## config.mk

```make
export PLATFORM = sky130hd
export DESIGN_NAME = load_unit
export DESIGN_NICKNAME = d
export VERILOG_FILES = /design/src/rtl/load_unit.sv
export SDC_FILE = /design/constraint.sdc
export NUM_CORES = 1
export LEC_CHECK = 0
export CORE_UTILIZATION = 35
export CTS_CLUSTER_DIAMETER = 100
export DETAILED_ROUTE_END_ITERATION = 7
export MAX_ROUTING_LAYER = met4
export PLACE_DENSITY = 0.77
export SYNTH_ARGS = -nofsm -noshare
export SYNTH_HDL_FRONTEND = slang
export SYNTH_SLANG_ARGS = --single-unit
export TNS_END_PERCENT = 5
```

## constraint.sdc

```tcl
create_clock -name clk -period 5 [get_ports clk]
set_input_delay 0.5 -clock clk [delete_from_list [all_inputs] [get_ports clk]]
set_output_delay 0.5 -clock clk [all_outputs]
set_load 0.02 [all_outputs]
```

## src/rtl/load_unit.sv

```systemverilog
// load_unit: load path of the MEM stage.
// Takes a load from EX/MEM, issues it on the sram-like data port, extracts and
// extends the selected byte/halfword/word, and holds the result for WB.
// A flush cancels an in-flight load without breaking the req/addr_ok/data_ok
// protocol: an issued request is always followed through to its data_ok.
// Optional feature: define UNALIGNED_LOAD_EN to support LWL/LWR
// (little-endian merge with rt_old, no alignment check).
`timescale 1ns/1ps
module load_unit #(
  parameter int DEST_W = 5
) (
  input  logic              clk,
  input  logic              resetn,
  input  logic              flush,
  input  logic              req_valid,
  output logic              req_ready,
  input  logic [2:0]        req_type,
  input  logic [31:0]       req_addr,
  input  logic [DEST_W-1:0] req_dest,
  input  logic [31:0]       req_rt_old,
  output logic              sram_req,
  output logic [31:0]       sram_addr,
  input  logic              sram_addr_ok,
  input  logic              sram_data_ok,
  input  logic [31:0]       sram_rdata,
  output logic              out_valid,
  input  logic              out_ready,
  output logic [31:0]       out_data,
  output logic [DEST_W-1:0] out_dest,
  output logic              adel,
  output logic              busy
);

  localparam logic [2:0] T_LW  = 3'b000;
  localparam logic [2:0] T_LH  = 3'b001;
  localparam logic [2:0] T_LB  = 3'b010;
  localparam logic [2:0] T_LHU = 3'b101;
  localparam logic [2:0] T_LBU = 3'b110;
`ifdef UNALIGNED_LOAD_EN
  localparam logic [2:0] T_LWL = 3'b011;
  localparam logic [2:0] T_LWR = 3'b111;
`endif

  typedef enum logic [1:0] {
    S_IDLE = 2'd0,
    S_REQ  = 2'd1,
    S_WAIT = 2'd2,
    S_HOLD = 2'd3
  } state_t;

  state_t            r_state;
  logic [2:0]        r_type;
  logic [1:0]        r_off;
  logic [DEST_W-1:0] r_dest;
  logic              r_cancel;

  logic              w_accept;
  logic              w_misaligned;
  logic [4:0]        w_shamt;
  logic [7:0]        w_byte;
  logic [15:0]       w_half;
  logic [31:0]       w_result;

`ifdef UNALIGNED_LOAD_EN
  logic [31:0]       r_rt_old;
  logic [31:0]       w_lwl;
  logic [31:0]       w_lwr;
`else
  // rt_old only matters for LWL/LWR, which this build treats as LW.
  logic              w_unused;
  assign w_unused = ^req_rt_old;
`endif

  assign req_ready = (r_state == S_IDLE) && !flush;
  assign busy      = (r_state != S_IDLE);
  assign w_accept  = req_valid && req_ready;

  // Alignment check on the incoming request; unknown codes are checked as LW.
  always_comb begin
    w_misaligned = 1'b0;
    case (req_type)
      T_LH, T_LHU: w_misaligned = req_addr[0];
      T_LB, T_LBU: w_misaligned = 1'b0;
`ifdef UNALIGNED_LOAD_EN
      T_LWL, T_LWR: w_misaligned = 1'b0;
`endif
      default:     w_misaligned = (req_addr[1:0] != 2'b00);
    endcase
  end

  assign w_shamt = {r_off, 3'b000};
  assign w_byte  = 8'(sram_rdata >> w_shamt);
  assign w_half  = r_off[1] ? sram_rdata[31:16] : sram_rdata[15:0];

`ifdef UNALIGNED_LOAD_EN
  // LWL places the low (a+1) bytes of the word at the top of rt; LWR places
  // the high (4-a) bytes at the bottom. The rest of rt is preserved.
  assign w_lwl = (sram_rdata << (5'd24 - w_shamt)) | (r_rt_old & (32'h00FF_FFFF >> w_shamt));
  assign w_lwr = (sram_rdata >> w_shamt) | (r_rt_old & ~(32'hFFFF_FFFF >> w_shamt));
`endif

  // Select and extend the loaded field from the returned word.
  always_comb begin
    w_result = sram_rdata;
    case (r_type)
      T_LB:    w_result = {{24{w_byte[7]}}, w_byte};
      T_LBU:   w_result = {24'h0, w_byte};
      T_LH:    w_result = {{16{w_half[15]}}, w_half};
      T_LHU:   w_result = {16'h0, w_half};
`ifdef UNALIGNED_LOAD_EN
      T_LWL:   w_result = w_lwl;
      T_LWR:   w_result = w_lwr;
`endif
      default: w_result = sram_rdata;
    endcase
  end

  // Control FSM with registered port outputs and the cancel flag.
  always_ff @(posedge clk or negedge resetn) begin
    if (!resetn) begin
      r_state   <= S_IDLE;
      r_type    <= T_LW;
      r_off     <= 2'b00;
      r_dest    <= '0;
      r_cancel  <= 1'b0;
      sram_req  <= 1'b0;
      sram_addr <= 32'h0;
      out_valid <= 1'b0;
      out_data  <= 32'h0;
      out_dest  <= '0;
      adel      <= 1'b0;
`ifdef UNALIGNED_LOAD_EN
      r_rt_old  <= 32'h0;
`endif
    end else begin
      adel <= 1'b0;
      case (r_state)
        S_IDLE: begin
          r_cancel <= 1'b0;
          if (w_accept) begin
            if (w_misaligned) begin
              adel <= 1'b1;
            end else begin
              r_type    <= req_type;
              r_off     <= req_addr[1:0];
              r_dest    <= req_dest;
`ifdef UNALIGNED_LOAD_EN
              r_rt_old  <= req_rt_old;
`endif
              sram_req  <= 1'b1;
              sram_addr <= {req_addr[31:2], 2'b00};
              r_state   <= S_REQ;
            end
          end
        end
        S_REQ: begin
          // The request cannot be withdrawn; a flush only marks it cancelled.
          if (flush) r_cancel <= 1'b1;
          if (sram_addr_ok) begin
            sram_req <= 1'b0;
            r_state  <= S_WAIT;
          end
        end
        S_WAIT: begin
          if (flush) r_cancel <= 1'b1;
          if (sram_data_ok) begin
            r_cancel <= 1'b0;
            if (r_cancel || flush) begin
              r_state <= S_IDLE;
            end else begin
              out_data  <= w_result;
              out_dest  <= r_dest;
              out_valid <= 1'b1;
              r_state   <= S_HOLD;
            end
          end
        end
        S_HOLD: begin
          // out_ready together with flush counts as delivered either way.
          if (out_ready || flush) begin
            out_valid <= 1'b0;
            r_state   <= S_IDLE;
          end
        end
        default: r_state <= S_IDLE;
      endcase
    end
  end

endmodule

```

==> summary.md, run 1 <==
| Metric | Value |
|---|---|
| I/O Pins | `around 190` |
| Die area | `roughly 0.012 mm2` |
| Pre-CTS WS | `1.90 ns` |
| Clock Skew | `~0.0058 ns` |
| Max incr delay on CP | `0.53 ns` |
| Crit path max-delay family | `buffers and inverters` |
| Iter 0 DRT Violations | `~130` |
| Post-Layout Inst Area | `about 0.0059 mm2` |
| Finished Layout Cells | `roughly 630` |
| Maximum operating frequency | `approximately 370 MHz` |
| Half-perimeter wire length after placement | `between 8 and 9 mm` |
| CTS buffer count | `9` |
| Max IR drop VDD | `between 0.3 and 0.4 mV` |
| Top layer in use | `met4` |
| Post-cts sizing count | `0` |
| Met1 wire length | `about 4.7 mm` |
| Largest net degree at the start of global routing | `84` |
| Starting Density | `36.4%` |
| Grt ovf | `0` |
| Setup bufs post-CTS | `0` |
| Seq/Total Area, Yosys | `51.9%` |
| Clock power share | `17.1%` |
| Worst EP arrival | `2.93 ns` |
| Avg WL per Cell | `17.8 um` |
| P&R area growth vs syn | `46.9%` |
| Total GRT Usage | `about a fifth` |
| CP Class | `in2reg` |
| Worst relative slew slack | `29.6%` |
| Worst-Skew Late Latency | `between 0.3 and 0.4 ns` |
| Leakage | `~2.5 nW` |
| Core Area | `0.0110 mm2` |
| Crit-path cells | `clkdlybuf4s50_1, inv_1, ha_1, o21ai_0, nand4_1, buf_4, mux2_2` |
| Least-Margin Pin Slew | `about 1.1 ns` |
| Detail Route Antenna Nets | `0` |
| First-pass GRT wire length | `roughly 18 mm` |
| CP Launch Type | `input port` |
| DRT Wirelength | `around 11 mm` |
| Initial antenna violation count | `0` |
| Synth Register Bits | `slightly above 80` |
| Register clock-pin slew on the reported worst setup and hold paths | `0.06 ns` |
| Worst setup margin | `2.29 ns` |
| Combinational Power Share | `49.4%` |
| CTS root buffer | `clkbuf_16` |
| Synth Warn # | `0` |
| FP Rows | `38` |
| Net Sw Frac | `37.9%` |
| Layout cells sized above 1 | `13.8%` |
| Die height | `between 100 and 150 um` |
| Area post-placement | `0.00560 mm2` |
| Remaining DRCs | `0` |
| Ant diodes | `0` |
| Switch Pwr | `around 1.4 mW` |
| Final Setup Violations | `0` |
| Detail Route met3 WL | `between 700 and 800 um` |
| Fin. Hold Viols | `0` |
| Mapped cell area | `0.00400 mm2` |
| Post-layout nets | `approximately 600` |
| IO buf count | `150` |
| CTS tree | `built` |
| Synth cell types | `40` |
| Worst-path fanout max | `32` |
| Pwr dens | `625 mW/mm2` |
| Hold crit path type | `in2async` |
| Worst Path Buf+Inv | `3` |
| Die width | `between 100 and 150 um` |
| CTS sink cnt | `a little over 80` |
| Final min period | `about 2.7 ns` |
| Number of global-route vias before repair | `between 3k and 4k` |
| Vias/cell | `5.35` |
| Endpoint class of the critical path | `register` |
| WHS | `about 0.34 ns` |
| Pint | `2.28 mW` |
| Avg Cell Area, Syn | `11.5 um2` |
| RSZ-0062 raised after global routing | `no` |
| DR vias | `around 3.4k` |
| Fin crit share | `between 50% and 60%` |
| Sequential Power Share | `about a third` |
| Clock Path Buffers | `2` |
| GPL Wtd Cong | `slightly above 0.8` |
| Drt pass-1 iters | `4` |
| CP Data Required Time | `~5.2 ns` |
| Placed Instances | `618` |
| Cell with the largest stage delay on the worst path | `nand4_1` |
| Met2 wire length | `~5.6 mm` |
| Fin. max-slew vios | `0` |
| Status | `completed` |
| Setup_tns | `0 ns` |
| H-tree lvl count | `3` |
| CTS Hold Bufs | `0` |
| Max_cap viols | `0` |
| Syn Inst Count | `about 350` |
[cell type report]
type / instances / area [um2]
Multi-Input combinational cell: 233 / 1790
Clock buffer: 12 / 246
Clock inverter: 4 / 35.0
Sequential cell: 83 / 2080
Tap cell: 140 / 175
Inverter: 8 / 30.0
Timing Repair Buffer: 154 / 1530
Fill cell: 969 / 5100
[power groups by stage]
| stage | sequential (mW) | clock, mW | combinational, mW |
|---|---|---|---|
| after global routing | 1.28 | 0.680 | 1.94 |
| after global placement | 1.22 | 0 | 1.78 |
| after CTS | 1.23 | 0.654 | 1.83 |
| after detailed placement | 1.24 | 0 | 1.82 |
| after floorplan | 1.48 | 0 | 0.765 |
| final | 1.23 | 0.628 | 1.81 |
[worst paths after layout]
check	cells after the start	startpoint	end	slack (ns)
worst max-delay path	7	req_type[1]	sram_addr[15]	2.29
worst min-delay path	1	resetn	sram_addr[2]	0.34
worst max register to register	7	r_state[0]	out_data[17]	2.54
worst min register to register	2	r_dest[3]	out_dest[3]	0.47
max in group asynchronous	1	resetn	out_data[26]	3.97
min in group clk	2	r_dest[3]	out_dest[3]	0.47
[layout by cell type (no fill, tap or decap), types with 3 or more instances in the layout]
cell type / synthesis / final
mux2_2: 41 / 41
nor2b_1: 4 / 4
dfrtp_1: 83 / 83
buf_4: 2 / 5
nor2_1: 16 / 16
o21ai_0: 11 / 11
inv_1: 8 / 8
nor3_1: 4 / 4
clkdlybuf4s50_1: 0 / 149
a221o_1: 25 / 25
mux2i_1: 15 / 15
clkinv_4: 0 / 3
a31o_2: 3 / 3
o21a_1: 3 / 3
nand2b_1: 15 / 15
nand2_1: 23 / 23
nand3_1: 11 / 11
ha_1: 6 / 6
clkbuf_16: 0 / 9
a21oi_1: 30 / 30
[per-stage QoR]
stage	power [mW]	utilization, %
detailed placement	3.07	51.0
CTS	3.72	53.5
finish	3.67	53.5
global placement	3.00	51.0
floorplan	2.24	-
global route	3.90	53.5
[synth_stat cells, drive strengths merged]
cell type / instances / share of area (%)
a211oi: 3 / 0.88
a31o: 3 / 0.66
o22a: 2 / 0.44
a2bb2oi: 1 / 0.22
nor2: 16 / 1.5
mux4: 2 / 1.1
nand4: 1 / 0.16
nor2b: 4 / 0.63
a21boi: 1 / 0.19
a22oi: 1 / 0.31
o21a: 3 / 0.56
nand2: 23 / 2.2
and3b: 1 / 0.22
nor3b: 2 / 0.38
mux2i: 15 / 3.8
ha: 6 / 1.9
conb: 1 / 0.094
o211ai: 1 / 0.19
nand3: 11 / 1.4
inv: 8 / 0.75
nor4bb: 1 / 0.25
dfrtp: 83 / 52
clkbuf: 8 / 0.75
o21ai: 11 / 1.4
nand2b: 15 / 2.3
a21oi: 30 / 3.8
a221o: 25 / 6.3
a221oi: 2 / 0.44
o2111ai: 1 / 0.22
mux2: 41 / 12
a31oi: 2 / 0.31
nor3: 4 / 0.50
buf: 18 / 2.4
nand3b: 1 / 0.19
and2: 2 / 0.31
[logic make-up after synthesis]
kind of cell    after synthesis  share of synthesized area (%)
compound gates               86                           15.8
flops                        83                           51.9
simple gates                 81                           10.0
mux                          58                           16.4
buf+inv                      34                           3.94
fa+ha+maj                     6                           1.88
other cells                   1                         0.0937
[flip-flops by register name (all words and copies together) (netlist names), 2 cells and up]
| register | count |
|---|---|
| out_data | 32 |
| out_dest | 5 |
| r_dest | 5 |
| r_off | 2 |
| r_state | 2 |
| r_type | 3 |
| sram_addr | 30 |
[metal layers]
metal / vias up / GRT usage (%)
li1: 1552 / -
met1: 1684 / 25.0
met2: 145 / 34.0
met3: 10 / 4.60
met4: 0 / 10.0
met5: - / -
Note: power is estimated with default switching activity, not from simulation.
==> run 2: changes to the inputs <==
PLACE_DENSITY = 0.79   (was 0.77)
clock period = 2.35 ns   (was 5 ns; I/O delays follow)
==> run 2 against run 1 <==
Non-clock buffer count grew 11. Largest cell class unchanged. Die area did not move. Clock power increased to 2.6 times the previous value. First-iteration DRC count grew 19%. Sequential cell count stayed put.
==> summary.md, run 2 (same netlist as run 1, synthesis figures left out) <==
| Metric | Value |
|---|---|
| Largest net degree at the start of global routing | `47` |
| CTS buffer count | `9` |
| Max IR drop VDD | `between 0.7 and 0.8 mV` |
| Worst setup margin | `roughly 0.19 ns` |
| Ant diodes | `0` |
| Register clock-pin slew on the reported worst setup and hold paths | `around 0.060 ns` |
| First-pass GRT wire length | `18.2 mm` |
| WHS | `0.422 ns` |
| Endpoint class of the critical path | `output port` |
| Drt pass-1 iters | `4` |
| Worst-Skew Late Latency | `about 0.34 ns` |
| Core Area | `about 0.011 mm2` |
| IO buf count | `150` |
| Starting Density | `roughly 36%` |
| Pre-CTS WS | `0.111 ns` |
| CTS sink cnt | `83` |
| Placed Instances | `627` |
| Half-perimeter wire length after placement | `8.64 mm` |
| Top flop regs | `out_data: 32 flops, sram_addr: 30 flops` |
| Initial antenna violation count | `0` |
| FP Rows | `38` |
| Worst EP arrival | `roughly 1.9 ns` |
| CP Launch Type | `register` |
| Layout cells sized above 1 | `15.6%` |
| Die width | `around 110 um` |
| Finished Layout Cells | `~650` |
| Fin crit share | `about nine tenths` |
| Cell with the largest stage delay on the worst path | `clkdlybuf4s50_1` |
| Pwr dens | `between 1000 and 1500 mW/mm2` |
| Commonest non-fill, non-tap cell in the layout | `clkdlybuf4s50_1` |
| Final min period | `approximately 2.2 ns` |
| Worst-path fanout max | `4` |
| Total GRT Usage | `between 20% and 30%` |
| Crit-path cells | `inv_1, ha_1, inv_1, clkdlybuf4s50_1` |
| DR vias | `between 3k and 4k` |
| Fin. max-slew vios | `0` |
| Remaining DRCs | `0` |
| Detail Route Antenna Nets | `0` |
| CTS root buffer | `clkbuf_16` |
| CTS tree | `built` |
| Hold crit path type | `in2async` |
| CP Data Required Time | `roughly 2.1 ns` |
| Avg WL per Cell | `18.0 um` |
| Maximum operating frequency | `464 MHz` |
| DRT Wirelength | `roughly 12 mm` |
| Final Setup Violations | `0` |
| Number of flip-flops in the largest register | `32` |
| GPL Wtd Cong | `approximately 0.85` |
| H-tree lvl count | `3` |
| Post-layout nets | `617` |
| Fillers | `between 900 and 1k` |
| Status | `completed` |
| Die area | `~0.012 mm2` |
| Worst relative slew slack | `between 60% and 70%` |
| Reg with most FFs | `out_data` |
| I/O Pins | `between 150 and 200` |
| Least-Margin Pin Slew | `~0.54 ns` |
| Leakage | `approximately 2.6 nW` |
| Grt ovf | `0` |
| CP Class | `reg2out` |
| Crit path top cell by count | `inv_1` |
| Pwr Total | `8.21 mW` |
| P&R area growth vs syn | `51.5%` |
| RSZ-0062 raised after global routing | `no` |
| Iter 0 DRT Violations | `160` |
| Fin. Hold Viols | `0` |
| Die height | `roughly 110 um` |
| Number of global-route vias before repair | `approximately 3.6k` |
| Vias/cell | `5.37` |
| Most frequent cells in the layout | `clkdlybuf4s50_1, dfrtp_1, mux2_2, a21oi_1, a221o_1` |
| Clock Path Buffers | `2` |
| Setup_tns | `0 ns` |
| Clock Skew | `roughly 0.0050 ns` |
| Max incr delay on CP | `between 0.6 and 0.7 ns` |
| Max_cap viols | `0` |
[run 2: power by group]
group          switching (mW)  total, mW  internal [mW]
clock                   0.597       1.64           1.04
combinational            1.94       3.99           2.05
sequential              0.481       2.58           2.10
total                    3.02       8.21           5.20
[run 2: stage by stage]
stage          instance area, um2  utilization, %
5_1_grt                      6070            55.2
4_1_cts                      6040            55.0
3_3_place_gp                 5690            51.8
2_1_floorplan                4010               -
3_5_place_dp                 5690            51.8
6_report                     6070            55.2
[run 2: area by class of cell]
type / instances / area (um2) / area share [%]
sequential: 83 / 2080 / 34.2
tap: 140 / 175 / 2.89
clock inverter: 6 / 114 / 1.88
timing repair buffer: 165 / 1650 / 27.3
inverter: 8 / 30.0 / 0.495
multi-input combinational: 233 / 1790 / 29.5
clock buffer: 10 / 229 / 3.77
[run 2: repair_timing]
| item | 4_1_cts | 5_1_grt |
|---|---|---|
| setup endpoints to repair | 0 | 17 |
| setup buffers | 0 | 1 |
| endpoints found under the hold margin | 37 | 0 |
| resized for setup | 0 | 1 |
| hold buffers | 1 | 0 |
[run 2: per-layer routing]
metal	routed length [um]	global-route usage, %	up-vias	part of all wire (%)
li1	-	-	1571	-
met1	4810	24.2	1711	41
met2	5710	34.2	163	49
met3	938	6.63	16	8.1
met4	185	7.53	0	1.6
met5	0	-	-	0
[run 2: path summary, 6_finish.rpt]
check                                to  cells after the start        from  slack (ns)
max                                busy                      4  r_state[0]        0.19
min                        sram_addr[8]                      2      resetn        0.42
max reg2reg                 out_data[0]                      6  r_state[0]        0.24
min reg2reg                 out_dest[0]                      2   r_dest[0]        0.47
max in group asynchronous    r_state[0]                      3      resetn        1.29
min in group clk            out_dest[0]                      2   r_dest[0]        0.47
[run 2: worst max-delay path, delay by kind of cell, from the launching register on]
family / cells / cell delay (ns)
buf+inv: 3 / 0.90
fa+ha+maj: 1 / 0.28
flops: 1 / 0.40
